`config.mk`:
```
export PLATFORM = sky130hd
export DESIGN_NAME = mult_div_ctrl
export DESIGN_NICKNAME = d
export VERILOG_FILES = /design/src/rtl/mult_div_ctrl.sv
export SDC_FILE = /design/constraint.sdc
export NUM_CORES = 1
export LEC_CHECK = 0
export CORE_UTILIZATION = 49
export CTS_CLUSTER_DIAMETER = 200
export DETAILED_ROUTE_END_ITERATION = 7
export PLACE_DENSITY = 0.7
export SLEW_MARGIN = 40
export SYNTH_ARGS = -nofsm -noshare
export SYNTH_HDL_FRONTEND = slang
export SYNTH_SLANG_ARGS = --single-unit
export TNS_END_PERCENT = 1
```
`constraint.sdc`:
```
create_clock -name clk -period 5.2 [get_ports clk]
set_input_delay 0.78 -clock clk [delete_from_list [all_inputs] [get_ports clk]]
set_output_delay 0.78 -clock clk [all_outputs]
set_load 0.03 [all_outputs]
```
`src/rtl/mult_div_ctrl.sv`:
```
// Iterative signed multiply/divide engine with its sequencer for the MULT/DIV instructions.
// The engine works on operand magnitudes and fixes up the signs in a single SIGN cycle.
module mult_div_ctrl #(
  parameter int unsigned WIDTH = 32
) (
  input  logic             clk,
  input  logic             reset,
  input  logic             start,
  input  logic             op,
  input  logic             abort,
  input  logic [WIDTH-1:0] a_in,
  input  logic [WIDTH-1:0] b_in,
  output logic             busy,
  output logic             done,
  output logic             div0,
  output logic             hi_we,
  output logic             lo_we,
  output logic [WIDTH-1:0] hi_out,
  output logic [WIDTH-1:0] lo_out
);

  localparam int unsigned CW = (WIDTH > 1) ? $clog2(WIDTH) : 1;

  typedef enum logic [2:0] {StIdle, StCalc, StSign, StDone, StDivz} state_e;

  state_e           state;
  logic [CW-1:0]    cnt;
  logic             op_q;
  logic             sign_a;
  logic             sign_b;
  logic [WIDTH-1:0] b_mag_q;
  // upper: MULT high accumulator / DIV remainder; lower: MULT low product / DIV quotient
  logic [WIDTH-1:0] upper;
  logic [WIDTH-1:0] lower;

  logic [WIDTH-1:0]   a_mag;
  logic [WIDTH-1:0]   b_mag;
  logic [WIDTH:0]     mul_sum;
  logic [WIDTH:0]     div_sh;
  logic [WIDTH:0]     div_diff;
  logic               div_ge;
  logic [WIDTH-1:0]   calc_upper;
  logic [WIDTH-1:0]   calc_lower;
  logic [2*WIDTH-1:0] prod_abs;
  logic [2*WIDTH-1:0] prod_sgn;
  logic [WIDTH-1:0]   res_hi;
  logic [WIDTH-1:0]   res_lo;

  // Two's-complement magnitude; the most negative value maps to 2^(WIDTH-1) unsigned.
  assign a_mag = a_in[WIDTH-1] ? (~a_in + 1'b1) : a_in;
  assign b_mag = b_in[WIDTH-1] ? (~b_in + 1'b1) : b_in;

  always_comb begin
    mul_sum    = {1'b0, upper} + (lower[0] ? {1'b0, b_mag_q} : {(WIDTH + 1){1'b0}});
    div_sh     = {upper, lower[WIDTH-1]};
    div_diff   = div_sh - {1'b0, b_mag_q};
    div_ge     = (div_sh >= {1'b0, b_mag_q});
    calc_upper = upper;
    calc_lower = lower;
    if (op_q) begin
      calc_upper = div_ge ? div_diff[WIDTH-1:0] : div_sh[WIDTH-1:0];
      calc_lower = {lower[WIDTH-2:0], div_ge};
    end else begin
      // The add's carry shifts back into the top of the accumulator.
      calc_upper = mul_sum[WIDTH:1];
      calc_lower = {mul_sum[0], lower[WIDTH-1:1]};
    end
  end

  always_comb begin
    prod_abs = {upper, lower};
    prod_sgn = (sign_a ^ sign_b) ? (~prod_abs + 1'b1) : prod_abs;
    if (op_q) begin
      res_lo = (sign_a ^ sign_b) ? (~lower + 1'b1) : lower;
      res_hi = sign_a ? (~upper + 1'b1) : upper;
    end else begin
      res_lo = prod_sgn[WIDTH-1:0];
      res_hi = prod_sgn[2*WIDTH-1:WIDTH];
    end
  end

  always_ff @(posedge clk or negedge reset) begin
    if (!reset) begin
      state   <= StIdle;
      cnt     <= '0;
      op_q    <= 1'b0;
      sign_a  <= 1'b0;
      sign_b  <= 1'b0;
      b_mag_q <= '0;
      upper   <= '0;
      lower   <= '0;
      busy    <= 1'b0;
      done    <= 1'b0;
      div0    <= 1'b0;
      hi_out  <= '0;
      lo_out  <= '0;
    end else begin
      done <= 1'b0;
      div0 <= 1'b0;
      if (abort) begin
        // Cancel from any state; a concurrent start in IDLE is dropped as well.
        state <= StIdle;
        busy  <= 1'b0;
      end else begin
        unique case (state)
          StIdle: begin
            if (start) begin
              op_q    <= op;
              sign_a  <= a_in[WIDTH-1];
              sign_b  <= b_in[WIDTH-1];
              b_mag_q <= b_mag;
              upper   <= '0;
              lower   <= a_mag;
              busy    <= 1'b1;
              if (op && (b_in == '0)) begin
                state <= StDivz;
                div0  <= 1'b1;
              end else begin
                state <= StCalc;
                cnt   <= CW'(WIDTH - 1);
              end
            end
          end
          StCalc: begin
            upper <= calc_upper;
            lower <= calc_lower;
            if (cnt == '0) begin
              state <= StSign;
            end else begin
              cnt <= cnt - 1'b1;
            end
          end
          StSign: begin
            hi_out <= res_hi;
            lo_out <= res_lo;
            done   <= 1'b1;
            state  <= StDone;
          end
          StDone, StDivz: begin
            busy  <= 1'b0;
            state <= StIdle;
          end
          default: begin
            busy  <= 1'b0;
            state <= StIdle;
          end
        endcase
      end
    end
  end

  assign hi_we = done;
  assign lo_we = done;

endmodule
```
==> results of run 1 <==
worst register-to-register path: stages (launching register included):
cell and delay (ps):
dfrtp_1 510, ha_1 440, a21o_1 230, a21o_1 180, a221o_1 370, o21ai_1 220
nand2_1 180, a21oi_4 150, buf_4 480, nor2_1 250, a222oi_1 410, o21ai_0 150
logic make-up after synthesis:
group / after synthesis
muxes: 47
DFF: 174
AOI/OAI and AO/OA: 541
and+or+nand+nor: 571
adders and majority gates: 72
xor gates and xnor gates: 173
buffers and inverters: 170
layout by cell type (no fill, tap or decap), types with 6 or more instances in the layout:
cell type        instances
nand2_1                258
nor3b_1                  8
a211oi_1                 9
inv_8                    6
o21a_1                   7
and3_1                   8
o21bai_1                13
a21oi_1                111
clkbuf_16               17
and2_1                   6
o21ai_0                238
ha_1                    70
clkdlybuf4s50_1        135
or3_1                   12
a41oi_1                  6
nor3_1                  30
xor2_1                  76
a31oi_1                 17
nand4_1                 19
mux2i_1                 43
o211ai_1                 9
nor4_1                  12
o41ai_1                 15
xnor2_1                 97
dfrtp_1                173
o21ai_1                 10
or4_1                    8
o31ai_1                 28
nor2b_1                 13
a22oi_1                 12
buf_4                   16
nand3_1                 35
inv_1                   61
a21o_1                  24
nor2_1                 118
nand2b_1                12
area by class of cell:
class | count | area, µm²
Tap cell | 378 | 473
Clock buffer | 17 | 425
Clock inverter | 14 | 151
Inverter | 63 | 236
Timing Repair Buffer | 155 | 1520
Fill cell | 2613 | 11800
Sequential cell | 174 | 4360
Multi-Input combinational cell | 1404 | 8940
how the worst min path moves through the flow:
stage	from	endpoint	slack, ps	cells after the start
3_5_place_dp	hi_out[19]	hi_out[19]	470	2
3_3_place_gp	b_mag_q[20]	b_mag_q[20]	460	2
4_1_cts	reset	lo_out[26]	400	1
5_1_grt	reset	lo_out[28]	400	1
6_report	reset	lo_out[26]	370	1
2_1_floorplan	b_mag_q[10]	b_mag_q[10]	450	2
per-layer routing:
metal,up-vias,GRT usage [%],wire length (µm)
li1,6350,-,-
met1,6094,38.2,18200
met2,474,45.7,18100
met3,64,4.44,2720
met4,0,7.64,772
met5,-,0,0
flip-flops by register name, summed over array words and instances (netlist names), 3 cells and up:
name	flops
b_mag_q	32
hi_out	32
lo_out	32
lower	32
upper	32
cnt	5
state	3
power groups by stage:
stage	logic (mW)	clock network, mW	registers, mW
floorplan	4.19	0	2.22
global placement	5.48	0	2.37
detailed placement	5.52	0	2.39
CTS	5.55	1.30	2.36
global route	6.21	1.35	2.45
finish	5.64	1.28	2.39
through the flow:
stage,std cells,area (µm²),hold WS (ps),setup slack (ps)
floorplan,1748,13900,450,1950
finish,2205,16100,369,1480
detailed placement,2174,15500,469,1480
global placement,2173,15500,461,1530
global route,2205,16100,396,1410
CTS,2205,16100,396,1590
==> flow_summary.json, run 1 <==
{
  "tritoncts": "built",
  "proportion_of_register_bits_with_asynchronous_set_or_reset_after_synthesis_pct": 100,
  "htree_levels": 4,
  "setup_repair_after_global_routing_missed_its_margin": "false",
  "yosysSeqAreaShare_pct": 31.3,
  "die_area_mm2": 0.0291,
  "cts_root_buffer": "clkbuf_16",
  "power.total_mw": 9.31,
  "dr_total_vias": 13000,
  "drv_slew": 0,
  "switching_power_mw": 4.64,
  "synth_cells": 1748,
  "finalCritPeriodShare_pct": 71.5,
  "critPathCaptureType": "register",
  "timing.critical_path.cells": "ha_1, a21o_1, a21o_1, a221o_1, o21ai_1, nand2_1, a21oi_4, buf_4, nor2_1, a222oi_1, o21ai_0",
  "path_clk_slew_ps": 80,
  "detail_route.wirelength_um": 39800,
  "cts_resized": 0,
  "max-vdd-ir-drop_uv": 333,
  "synthesis.yosys.warnings": 0,
  "post_synth_top_area_share_pct": 31.3,
  "io_pins": 138,
  "numCtsBuffers": 17,
  "grt_use_total_pct": 28.0,
  "p_comb_share_pct": 60.6,
  "global_route.overflow_total": 0,
  "final_setup_viols": 0,
  "vias_per_cell": 5.89,
  "cell_with_the_most_instances_after_synthesis": "nand2_1",
  "detailed_placement_wirelength_estimate_um": 29900,
  "number_of_distinct_library_cells_after_synthesis": 81,
  "cp-endpoint": "upper[23]",
  "power.share.sequential_pct": 25.7,
  "synthXorXnorAreaFrac_pct": 10.9,
  "synth_edf_count": 0,
  "worst_setup_path_startpoint": "upper[9]",
  "place.gp.congestion": 0.966,
  "initial_util_pct": 50.0,
  "hold_class": "in -> async",
  "antenna_cells": 0,
  "postSynth.topFlopCell": "dfrtp_1",
  "cts_setup_buffers": 0,
  "cts-root-to-sink-buffers": 2,
  "synth-simple-area-share_pct": 19.4,
  "cp_data_arrival_time_ps": 4010,
  "report.final.hold_viol_count": 0,
  "synth.top_cells.by_count": "nand2_1 (259), o21ai_0 (238), dfrtp_1 (174)",
  "post_synthesis_compound_gate_area_fraction_pct": 23.6,
  "cp.depth": 11,
  "finish.utilization_pct": 57.8,
  "clkPwrFrac_pct": 13.7,
  "clock_insertion_delay_at_the_later_pin_of_the_skew_report_ps": 440,
  "dieWidth_um": 171,
  "r2r_setup_slack_ps": 1480,
  "grt_antenna_before_repair": 0,
  "power-per-cell-area_mw_per_mm2": 578,
  "timing.clock.skew_ps": 17.5,
  "layout-drive-gt1-share_pct": 5.04,
  "total_leakage_power_nw": 6.89,
  "tightest_slew_ps": 767,
  "synth.area.mux_share_pct": 3.41,
  "maxCapViolCount": 0,
  "fp-row-count": 61,
  "crit_type": "reg -> reg",
  "cp_common_cell": "a21o_1",
  "worst_path_max_delay_cell": "dfrtp_1",
  "timing.setup.tns_ps": 0,
  "critical_path.reg2reg.endpoint": "upper[23]",
  "synthesis.nets": 1889,
  "first_pass_grt_wire_length_um": 64700,
  "main_combinational_cell_family_by_area_after_synthesis": "compound AO/OA/AOI/OAI gates",
  "remaining_drc_errors": 0,
  "timing.critical_path.from_type": "register",
  "placeableCoreArea_mm2": 0.0279,
  "cts_num_sinks": 174,
  "r2r.worst_path.cells": 11,
  "num-nets-final": 1956,
  "drtIter0Drc": 1049,
  "die_h_um": 171,
  "drt_pre_antenna_iters": 8,
  "timing.slew.headroom_pct": 48.4,
  "slowest_delay_ps": 510,
  "wl_per_cell_um": 18.1,
  "grt_max_degree": 97,
  "switching_share_pct": 49.9,
  "required_time_at_the_endpoint_of_the_critical_path_ps": 5490,
  "synth.top_cells.by_area": "dfrtp_1 (31%), o21ai_0 (8.6%), nand2_1 (7.0%), ha_1 (6.3%), xnor2_1 (6.1%)",
  "synthesis.area_mm2": 0.0139,
  "achievable_clock_frequency_ghz": 0.269,
  "critical_path.max_fanout": 46,
  "layout-area-overhead-vs-synth_pct": 15.6,
  "critPathBufInv": 1,
  "grt_pass1_vias": 12400,
  "synth_largest_area_cell": "dfrtp_1",
  "fin_crit_ps": 3720,
  "r2r_start": "upper[9]",
  "run_status": "finished clean",
  "p_int_mw": 4.67,
  "mean_post_synth_cell_area_um2": 7.97,
  "timing.critical_path.max_delay_family": "compound AO/OA/AOI/OAI gates",
  "placement.io_buffers": 137,
  "ys_ff_latch": 174,
  "ant_nets": 0,
  "cts_hold_buffers": 0,
  "synth_fa_ha_area_share_pct": 6.58
}
Note: power is estimated with default switching activity, not from simulation.
==> run 2, diff against run 1 <==
--- a/config.mk
+++ b/config.mk
@@ -8,7 +8,7 @@
 export CORE_UTILIZATION = 49
 export CTS_CLUSTER_DIAMETER = 200
 export DETAILED_ROUTE_END_ITERATION = 7
-export PLACE_DENSITY = 0.7
+export PLACE_DENSITY = 0.73
 export SLEW_MARGIN = 40
 export SYNTH_ARGS = -nofsm -noshare
 export SYNTH_HDL_FRONTEND = slang
==> constraint.sdc (replaced) <==
create_clock -name clk -period 3.09 [get_ports clk]
set_input_delay 0.4635 -clock clk [delete_from_list [all_inputs] [get_ports clk]]
set_output_delay 0.4635 -clock clk [all_outputs]
set_load 0.03 [all_outputs]
==> flow_summary.json, run 2 (synthesis results as in run 1) <==
{
  "numCtsBuffers": 17,
  "final_setup_viols": 2,
  "timing.clock.skew_ps": 8.25,
  "total_leakage_power_nw": 7.98,
  "global_route.overflow_total": 0,
  "most_frequent_cells_in_the_layout": "nand2_1 (256), o21ai_0 (236), buf_4 (211), dfrtp_1 (171), clkdlybuf4s50_1 (136)",
  "timing.slew.headroom_pct": 46.4,
  "drt_pre_antenna_iters": 5,
  "worst_path_max_delay_cell": "dfrtp_2",
  "cts_num_sinks": 174,
  "fin_crit_ps": 3110,
  "n_fill_cell": 2414,
  "clock_insertion_delay_at_the_later_pin_of_the_skew_report_ps": 450,
  "critPathCaptureType": "register",
  "dr_total_vias": 14100,
  "detailed_placement_wirelength_estimate_um": 33800,
  "setup_repair_after_global_routing_missed_its_margin": "true",
  "wl_per_cell_um": 18.4,
  "max-vdd-ir-drop_uv": 429,
  "violations": "negative setup slack",
  "dieWidth_um": 171,
  "power-per-cell-area_mw_per_mm2": 1030,
  "required_time_at_the_endpoint_of_the_critical_path_ps": 3420,
  "slowest_delay_ps": 450,
  "layout-drive-gt1-share_pct": 16.3,
  "place.gp.congestion": 0.937,
  "grt_max_degree": 102,
  "num-nets-final": 2157,
  "htree_levels": 4,
  "io_pins": 138,
  "grt_antenna_before_repair": 0,
  "die_area_mm2": 0.0291,
  "timing.critical_path.from_type": "register",
  "maxCapViolCount": 0,
  "antenna_cells": 0,
  "cts-root-to-sink-buffers": 2,
  "finalCritPeriodShare_pct": 101,
  "drv_slew": 0,
  "detail_route.wirelength_um": 44400,
  "worst_hold_slack_ps": 477,
  "placement.io_buffers": 137,
  "power.total_mw": 18.5,
  "tightest_slew_ps": 802,
  "cts_root_buffer": "clkbuf_16",
  "report.final.hold_viol_count": 0,
  "first_pass_grt_wire_length_um": 70000,
  "fp-row-count": 61,
  "critical_path.max_fanout": 4,
  "cp_data_arrival_time_ps": 3440,
  "crit_type": "reg -> reg",
  "drtIter0Drc": 1156,
  "hold_class": "reg -> reg",
  "timing.critical_path.cells": "and2_4, ha_4, inv_2, fa_2, nand2b_4, a21oi_2, o41a_1, a2111oi_4, buf_4, o31ai_4, a21bo_2, mux2i_1, nand3_1, a221o_1",
  "remaining_drc_errors": 0,
  "ant_nets": 0,
  "postLayoutSetupSlackWorst_ps": -20.4,
  "r2r_setup_slack_ps": -20,
  "grt_pass1_vias": 13400,
  "tritoncts": "built",
  "initial_util_pct": 50.0,
  "layout-area-overhead-vs-synth_pct": 29.1,
  "placement.setup.worst_slack_ps": -175,
  "run_status": "finished with violations",
  "layout.cells.most_common": "nand2_1",
  "achievable_clock_frequency_ghz": 0.321,
  "path_clk_slew_ps": 70,
  "placeableCoreArea_mm2": 0.0279,
  "die_h_um": 171,
  "grt_use_total_pct": 30.6,
  "vias_per_cell": 5.86
}
==> run 2: final timing paths <==
kind | start | to | cells after the start
max | lower[0] | upper[27] | 14
min | lo_out[7] | lo_out[7] | 2
max reg2reg | lower[0] | upper[27] | 14
min reg2reg | lo_out[7] | lo_out[7] | 2
max in group asynchronous | reset | op_q | 3
min in group asynchronous | reset | lo_out[28] | 2
==> run 2: per-layer routing <==
metal | vias up | wire length (µm) | global-route usage, %
li1 | 6754 | - | -
met1 | 6720 | 19600 | 41.0
met2 | 548 | 20800 | 50.9
met3 | 76 | 2990 | 4.28
met4 | 0 | 1020 | 9.48
met5 | - | 0 | 0
==> run 2: timing repair <==
item,in CTS,in global routing
pin swaps,5,11
hold buffers,1,0
endpoints found under the hold margin,36,0
setup buffers,0,8
endpoints found under the setup margin,16,30
gates resized for setup,8,36
==> run 2: where the power goes <==
| part | internal [mW] | switching (mW) |
|---|---|---|
| Sequential | 2.92 | 0.742 |
| Combinational | 5.48 | 6.72 |
| Clock | 1.56 | 1.04 |
==> run 2: final cells by class <==
class / instances / area (µm²) / share of cell area [%]
clock buffer: 18 / 439 / 2.44
clock inverter: 14 / 251 / 1.40
inverter: 63 / 241 / 1.34
multi-input combinational: 1404 / 9100 / 50.6
sequential: 174 / 4360 / 24.2
tap: 378 / 473 / 2.63
timing repair buffer: 356 / 3110 / 17.3
==> run 2: stage by stage <==
step	cells	instance area (µm²)	TNS [ps]	utilization (%)
after detailed placement	2366	17000	-1580	61.1
final	2407	18000	-27.8	64.5
after CTS	2399	17800	-109	63.8
after global routing	2407	18000	-772	64.5
after global placement	2366	17000	-201	61.1
after floorplan	1748	13900	0	-
==> run 2: critical path: cells and delay by family (launching register included) <==
family	cells	cell delay, ps
AOI/OAI and AO/OA	6	1410
adders and majority gates	2	360
buffers and inverters	2	250
DFF	1	450
muxes	1	140
and+or+nand+nor	3	380
==> run 3, diff against run 2 <==
--- a/config.mk
+++ b/config.mk
@@ -5,6 +5,8 @@
 export SDC_FILE = /design/constraint.sdc
 export NUM_CORES = 1
 export LEC_CHECK = 0
+export CORE_ASPECT_RATIO = 0.5
+export CORE_MARGIN = 4
 export CORE_UTILIZATION = 49
 export CTS_CLUSTER_DIAMETER = 200
 export DETAILED_ROUTE_END_ITERATION = 7
==> flow_summary.json, run 3 (synthesis results as in run 1) <==
{
  "die_h_um": 127,
  "io_pins": 138,
  "global_route.overflow_total": 0,
  "max-vdd-ir-drop_uv": 572,
  "most_frequent_cells_in_the_layout": "nand2_1 (258), o21ai_0 (233), buf_4 (195), dfrtp_1 (172), clkdlybuf4s50_1 (136)",
  "grt_pass1_vias": 13200,
  "placement.io_buffers": 137,
  "layout-drive-gt1-share_pct": 15.4,
  "slowest_delay_ps": 430,
  "achievable_clock_frequency_ghz": 0.328,
  "finalCritPeriodShare_pct": 98.8,
  "cp_data_arrival_time_ps": 3390,
  "first_pass_grt_wire_length_um": 70600,
  "worst_path_max_delay_cell": "dfrtp_1",
  "critPathCaptureType": "register",
  "r2r_start": "upper[5]",
  "timing.critical_path.cells": "buf_4, ha_1, a21o_1, o41a_1, a2111oi_4, o31ai_4, a21bo_2, mux2i_1, nand3_1, a221o_1",
  "layout.cells.most_common": "nand2_1",
  "wl_per_cell_um": 18.5,
  "layout-area-overhead-vs-synth_pct": 27.8,
  "path_clk_slew_ps": 80,
  "timing.critical_path.max_delay_family": "compound AO/OA/AOI/OAI gates",
  "postLayoutSetupSlackWorst_ps": 37.7,
  "numCtsBuffers": 17,
  "dieWidth_um": 246,
  "remaining_drc_errors": 0,
  "drt_pre_antenna_iters": 5,
  "grt_antenna_before_repair": 1,
  "vias_per_cell": 5.80,
  "dr_total_vias": 13900,
  "maxCapViolCount": 0,
  "place.detailed.instances": 2364,
  "violations": "negative hold slack",
  "cts_num_sinks": 174,
  "clock_insertion_delay_at_the_later_pin_of_the_skew_report_ps": 460,
  "placement.setup.worst_slack_ps": -139,
  "crit_type": "reg -> reg",
  "place.gp.congestion": 1.00,
  "hold_class": "in -> async",
  "drv_slew": 0,
  "fin_crit_ps": 3050,
  "grt_use_total_pct": 28.2,
  "total_leakage_power_nw": 7.85,
  "required_time_at_the_endpoint_of_the_critical_path_ps": 3430,
  "initial_util_pct": 50.1,
  "num-nets-final": 2145,
  "drtIter0Drc": 1483,
  "ant_nets": 0,
  "cts-root-to-sink-buffers": 2,
  "timing.critical_path.from_type": "register",
  "cts_hold_buffers": 0,
  "tightest_slew_ps": 846,
  "placeableCoreArea_mm2": 0.0278,
  "grt_max_degree": 94,
  "worst_setup_path_startpoint": "upper[5]",
  "power-per-cell-area_mw_per_mm2": 1010,
  "critical_path.max_fanout": 7,
  "timing.slew.headroom_pct": 43.4,
  "die_area_mm2": 0.0313,
  "worst_hold_slack_ps": -15.1,
  "run_status": "finished with violations",
  "timing.clock.skew_ps": 13.0,
  "final_setup_viols": 0,
  "detail_route.wirelength_um": 44300,
  "tritoncts": "built",
  "antenna_cells": 0,
  "final-instance-count-excl-fill": 2399,
  "setup_repair_after_global_routing_missed_its_margin": "true",
  "fp-row-count": 43,
  "detailed_placement_wirelength_estimate_um": 33900,
  "cts_root_buffer": "clkbuf_16",
  "critPathBufInv": 1,
  "report.final.hold_viol_count": 12,
  "htree_levels": 4,
  "timing.setup.tns_ps": 0
}
## run 3: changes by cell type in the layout (fill, tap and decap cells not counted), sizes merged, moves of 2 or more
cell	delta
inv	+2
bufinv	-6
buf	-11
clkinvlp	+4
## run 3: layout make-up
class / instances / area [µm²]
clock buffers: 19 / 433
flip-flops and latches: 174 / 4360
inverters: 63 / 241
fillers: 2415 / 10000
multi-input cells: 1404 / 9100
clock inverters: 13 / 121
repair buffers: 344 / 3060
well taps: 382 / 478
## run 3: power by group
group / switching [mW] / internal (mW) / leakage [nW] / total [mW]
registers: 0.785 / 2.92 / 2.14 / 3.71
clock network: 1.07 / 1.06 / 0.258 / 2.13
logic: 6.66 / 5.42 / 5.46 / 12.1
total: 8.51 / 9.40 / 7.85 / 17.9
## run 3: worst reg2reg max path, stage by stage (launching register included)
cell and delay, ps:
dfrtp_1 430, buf_4 190, ha_1 350, a21o_1 210
o41a_1 430, a2111oi_4 430, o31ai_4 130, a21bo_2 280
mux2i_1 150, nand3_1 90, a221o_1 260
## run 3: final timing paths
path	to	slack (ps)	depth (start not counted)
max in group asynchronous	lower[23]	2280	2
max reg2reg	upper[27]	40	10
max	upper[27]	40	10
min	lo_out[11]	-20	1
min in group clk	lo_out[21]	480	2
min reg2reg	lo_out[21]	480	2
## run 3: repair_timing
action | 4_1_cts | 5_1_grt
gates resized for setup | 16 | 29
pin swaps | 7 | 13
buffers inserted | 2 | 1
setup endpoints to repair | 16 | 29
## run 3: per-stage QoR
stage / utilization (%) / total power, mW / instance area, µm² / hold slack (ps)
final: 64.0 / 17.9 / 17800 / -15.1
after global routing: 64.0 / 19.2 / 17800 / 24.6
after CTS: 63.4 / 17.4 / 17600 / 18.3
after detailed placement: 61.2 / 15.1 / 17000 / 469
after global placement: 61.2 / 15.0 / 17000 / 461
after floorplan: - / 10.8 / 13900 / 168
## run 3: routing by layer
| metal | up-vias | track usage [%] | routed length (µm) |
|---|---|---|---|
| li1 | 6736 | - | - |
| met1 | 6579 | 40.1 | 19800 |
| met2 | 548 | 43.7 | 19500 |
| met3 | 63 | 7.15 | 4310 |
| met4 | 0 | 6.60 | 770 |
| met5 | - | 0 | 0 |
